`config.mk`:
```
export PLATFORM = sky130hd
export DESIGN_NAME = vga_timing_gen
export DESIGN_NICKNAME = d
export VERILOG_FILES = /design/src/rtl/vga_timing_gen.sv
export SDC_FILE = /design/constraint.sdc
export NUM_CORES = 1
export LEC_CHECK = 0
export BUFFER_PORTS_ARGS = -buffer_cell sky130_fd_sc_hd__buf_4
export CORE_ASPECT_RATIO = 0.6
export CORE_MARGIN = 2
export CORE_UTILIZATION = 59
export CTS_BUF_LIST = sky130_fd_sc_hd__clkbuf_4 sky130_fd_sc_hd__clkbuf_8 sky130_fd_sc_hd__clkbuf_16
export CTS_CLUSTER_SIZE = 16
export DETAILED_ROUTE_END_ITERATION = 8
export PLACE_DENSITY = 0.93
export SLEW_MARGIN = 20
export SYNTH_ARGS = -nofsm -noshare
export SYNTH_HDL_FRONTEND = slang
export SYNTH_SLANG_ARGS = --single-unit
```
`constraint.sdc`:
```
create_clock -name clk -period 5.4 [get_ports clk]
set_input_delay 1.08 -clock clk [delete_from_list [all_inputs] [get_ports clk]]
set_output_delay 1.08 -clock clk [all_outputs]
set_load 0.01 [all_outputs]
```
`src/rtl/vga_timing_gen.sv`:
```
// Parametrised VGA raster timing generator: pixel-rate divider, h/v counters and
// registered sync/bright/strobe outputs, all aligned to the presented position.
module vga_timing_gen #(
  parameter int H_VISIBLE = 640,
  parameter int H_FRONT   = 16,
  parameter int H_SYNC    = 96,
  parameter int H_BACK    = 48,
  parameter int V_VISIBLE = 480,
  parameter int V_FRONT   = 10,
  parameter int V_SYNC    = 2,
  parameter int V_BACK    = 33,
  parameter int HSYNC_POL = 0,
  parameter int VSYNC_POL = 0,
  parameter int PIX_DIV   = 2,
  parameter int CNT_W     = 10
) (
  input  logic             clk,
  input  logic             reset,
  input  logic             enable,
  output logic             hsync,
  output logic             vsync,
  output logic             bright,
  output logic [CNT_W-1:0] hcount,
  output logic [CNT_W-1:0] vcount,
  output logic             pix_tick,
  output logic             line_start,
  output logic             frame_start
);

  localparam int H_TOTAL  = H_VISIBLE + H_FRONT + H_SYNC + H_BACK;
  localparam int V_TOTAL  = V_VISIBLE + V_FRONT + V_SYNC + V_BACK;
  localparam int HS_START = H_VISIBLE + H_FRONT;
  localparam int HS_END   = HS_START + H_SYNC;
  localparam int VS_START = V_VISIBLE + V_FRONT;
  localparam int VS_END   = VS_START + V_SYNC;
  localparam int DIV_W    = (PIX_DIV > 1) ? $clog2(PIX_DIV) : 1;

  localparam logic [DIV_W-1:0] DIV_LAST = DIV_W'(PIX_DIV - 1);
  localparam logic [CNT_W-1:0] H_LAST   = CNT_W'(H_TOTAL - 1);
  localparam logic [CNT_W-1:0] V_LAST   = CNT_W'(V_TOTAL - 1);
  localparam logic             HS_ON    = 1'(HSYNC_POL);
  localparam logic             VS_ON    = 1'(VSYNC_POL);

  if (((64'd1 << CNT_W) < 64'(H_TOTAL)) || ((64'd1 << CNT_W) < 64'(V_TOTAL)) ||
      (PIX_DIV < 1)) begin : g_param_check
    $error("vga_timing_gen: CNT_W cannot hold the raster totals or PIX_DIV < 1");
  end

  function automatic logic f_in_range(input logic [CNT_W-1:0] pos, input int lo, input int hi);
    return (int'(pos) >= lo) && (int'(pos) < hi);
  endfunction

  function automatic logic f_hsync(input logic [CNT_W-1:0] h);
    return f_in_range(h, HS_START, HS_END) ? HS_ON : ~HS_ON;
  endfunction

  function automatic logic f_vsync(input logic [CNT_W-1:0] v);
    return f_in_range(v, VS_START, VS_END) ? VS_ON : ~VS_ON;
  endfunction

  function automatic logic f_bright(input logic [CNT_W-1:0] h, input logic [CNT_W-1:0] v);
    return f_in_range(h, 0, H_VISIBLE) && f_in_range(v, 0, V_VISIBLE);
  endfunction

  logic [DIV_W-1:0] r_div;
  logic [CNT_W-1:0] r_h, r_v;
  logic             r_hs, r_vs, r_br;
  logic             r_pt, r_ls, r_fs;

  logic             w_adv;
  logic [CNT_W-1:0] w_h_next, w_v_next;

  assign w_adv    = enable && (r_div == DIV_LAST);
  assign w_h_next = (r_h == H_LAST) ? '0 : r_h + CNT_W'(1);
  assign w_v_next = (r_h != H_LAST) ? r_v :
                    (r_v == V_LAST) ? '0  : r_v + CNT_W'(1);

  // Decode is taken from the next position so sync/bright land on the same edge as the counters.
  always_ff @(posedge clk) begin
    if (reset) begin
      r_div <= '0;
      r_h   <= '0;
      r_v   <= '0;
      r_hs  <= f_hsync('0);
      r_vs  <= f_vsync('0);
      r_br  <= f_bright('0, '0);
      r_pt  <= 1'b0;
      r_ls  <= 1'b0;
      r_fs  <= 1'b0;
    end else begin
      r_pt <= 1'b0;
      r_ls <= 1'b0;
      r_fs <= 1'b0;
      if (enable) begin
        r_div <= (r_div == DIV_LAST) ? '0 : r_div + DIV_W'(1);
      end
      if (w_adv) begin
        r_h  <= w_h_next;
        r_v  <= w_v_next;
        r_hs <= f_hsync(w_h_next);
        r_vs <= f_vsync(w_v_next);
        r_br <= f_bright(w_h_next, w_v_next);
        r_pt <= 1'b1;
        r_ls <= (w_h_next == '0);
        r_fs <= (w_h_next == '0) && (w_v_next == '0);
      end
    end
  end

  assign hsync       = r_hs;
  assign vsync       = r_vs;
  assign bright      = r_br;
  assign hcount      = r_h;
  assign vcount      = r_v;
  assign pix_tick    = r_pt;
  assign line_start  = r_ls;
  assign frame_start = r_fs;

endmodule

```
==> impl_metrics.env <==
export IMPL_status="finished clean"
export IMPL_path_clk_slew_ns=0.08
export IMPL_fin_crit_ns=2.613
export IMPL_synthArstFlopShare=0
export IMPL_cts_hold_buf=0
export IMPL_firstDrtPassIters=4
export IMPL_cp_arrival_ns=2.82
export IMPL_leakage_nw=0.7037
export IMPL_overflow=0
export IMPL_yosysMostFrequentCell="nor2_1"
export IMPL_clk_latency_ns=0.27
export IMPL_antenna_found_initial=0
export IMPL_yosys_cell_types_count=43
export IMPL_timing_slew_headroom=0.4654
export IMPL_critPathKind="flop to flop"
export IMPL_gp_congestion=0.9029
export IMPL_rows=14
export IMPL_maxCapViolations=0
export IMPL_initial_core_util=0.6250
export IMPL_grt_pass1_wl_um=6134
export IMPL_hold_start="bright"
export IMPL_ant_nets=0
export IMPL_placed_area_um2=1777
export IMPL_syn_num_nets=210
export IMPL_hold_viol_final=0
export IMPL_coreArea_um2=2522
export IMPL_timing_rr_start="hcount[0]"
export IMPL_synth_ff_type="dfxtp_1"
export IMPL_htree_levels=1
export IMPL_syn_instance_count=204
export IMPL_grtUsageTotal=0.2476
export IMPL_cp_start_kind="flop"
export IMPL_post_cts_setup_buffers=0
export IMPL_peakVddDrop_mv=0.1862
export IMPL_cp_startpoint="hcount[0]"
export IMPL_whs_ns=0.5006
export IMPL_cts_root_buf="clkbuf_8"
export IMPL_critPathCaptureType="flop"
export IMPL_io_pins=29
export IMPL_die_w_um=70.74
export IMPL_drc=0
export IMPL_cts_sinks=27
export IMPL_synth_top_cell_area_share=0.3429
export IMPL_yosys_area_top_type="dfxtp_1"
export IMPL_slew_violations=0
export IMPL_clock_skew_ns=0.002573
export IMPL_area_growth_pct=15.79
export IMPL_synth_area_um2=1577
export IMPL_first_iter_violations=174
export IMPL_grt_max_degree=27
export IMPL_path_max_fanout=9
export IMPL_rsz0062_at_grt="false"
export IMPL_power_density_nw_per_um2=186.5
export IMPL_cts_tree="yes"
export IMPL_fillers=220
export IMPL_cts_resized=0
export IMPL_vias=1523
export IMPL_synth_edff_count=0
export IMPL_ys_top_cells_by_count="28 x nor2_1, 27 x dfxtp_1, 22 x nand2_1, 15 x nor3_1"
export IMPL_synth_avg_cell_area_um2=7.728
export IMPL_worst_slew_pin_slew_ns=0.7957
export IMPL_hpwl_um=2709
export IMPL_drive_gt1_frac=0.1847
export IMPL_first_global_vias=1312
export IMPL_fmax_ghz=0.3827
export IMPL_synthTopCellsByArea="dfxtp_1 34%, nor2_1 6.7%, xor2_1 5.6%"
export IMPL_finalSetupViolations=0
export IMPL_fin_area_um2=1826
export IMPL_ys_seq_area_frac=0.3429
export IMPL_ys_warn_count=0
export IMPL_diodes=0
export IMPL_ys_ff_latch=27
export IMPL_cp_required_ns=5.60
export IMPL_fin_crit_sh=0.4839
export IMPL_routed_wirelength_um=3624
export IMPL_wl_per_cell_um=14.27
export IMPL_dieArea_um2=3115
export IMPL_numCtsBuffers=3
export IMPL_setup_tns_ns=0
export IMPL_vias_per_cell=5.996
export IMPL_hp_class="flop to flop"
export IMPL_nNetsFinal=229
export IMPL_io_buffers=28
export IMPL_die_h_um=44.04
export IMPL_max_clock_path_buffers=2
metrics by stage:
stage / instances / worst slack, ns / util / power [mW]
6_report: 254 / 2.787 / 0.7237 / 0.3405
5_1_grt: 254 / 2.610 / 0.7237 / 0.3561
4_1_cts: 254 / 2.805 / 0.7237 / 0.3447
3_5_place_dp: 250 / 2.798 / 0.7044 / 0.2289
3_3_place_gp: 250 / 2.848 / 0.7044 / 0.2289
2_1_floorplan: 204 / 2.874 / - / 0.2225
power by group:
part / total, mW / internal, mW / switching, mW
logic: 0.0193 / 0.00738 / 0.0119
clock network: 0.116 / 0.0578 / 0.0580
registers: 0.205 / 0.202 / 0.00360
total: 0.340 / 0.267 / 0.0735
logic make-up after synthesis:
group,synth area share
simple gates,0.3175
xor+xnor,0.1056
fa+ha+maj,0.02381
compound gates,0.1579
flops,0.3429
buf+inv,0.05238
registers in the layout, indices dropped and copies added (netlist names):
name and flops:
hsync 1, line_start 1, hcount 10, pix_tick 1, bright 1, r_div 1
frame_start 1, vsync 1, vcount 10
final timing paths:
check	end	slack (ns)	cells after the start
setup / recovery	bright	2.79	6
hold / removal	bright	0.50	2
setup reg to reg	bright	2.79	6
hold reg to reg	bright	0.50	2
area by class of cell:
class                      count  area [um2]  area share
inverter                       5       18.77     0.01028
clock buffer                   4       48.80     0.02673
tap                           32       40.04     0.02193
multi-input combinational    157       959.7      0.5257
timing repair buffer          29       217.7      0.1193
sequential                    27       540.5      0.2961
critical path, cell delays in order (launching register included):
cell,delay [ns]
dfxtp_1,0.46
ha_1,0.27
nand4_2,0.17
or4_4,0.59
or4_4,0.58
a221o_1,0.37
o21ai_2,0.11
metal layers:
layer / vias up / share of wire / GRT usage
met5: - / 0 / 0
met4: 0 / 0.0077 / 0.03396
met3: 4 / 0.091 / 0.06150
met2: 64 / 0.41 / 0.3626
met1: 697 / 0.49 / 0.3795
li1: 758 / - / -
layout by cell type, fill, tap and decap left out, drive strengths merged, types with 2 or more instances in the layout:
cell type	Yosys	layout
clkbuf	14	4
and4b	2	2
or4	3	3
nor4	2	2
nor3	15	15
buf	1	29
o21ai	6	6
a211oi	2	2
o31ai	2	2
a21oi	14	14
nor2	28	28
dfxtp	27	27
xnor2	9	9
nand3	7	7
nand4	6	6
xor2	10	10
o2111ai	2	2
ha	3	3
or3	2	2
nand3b	2	2
a41oi	2	2
and3	3	3
inv	5	5
nand2	22	22
Power figures use the tool's default switching activity.
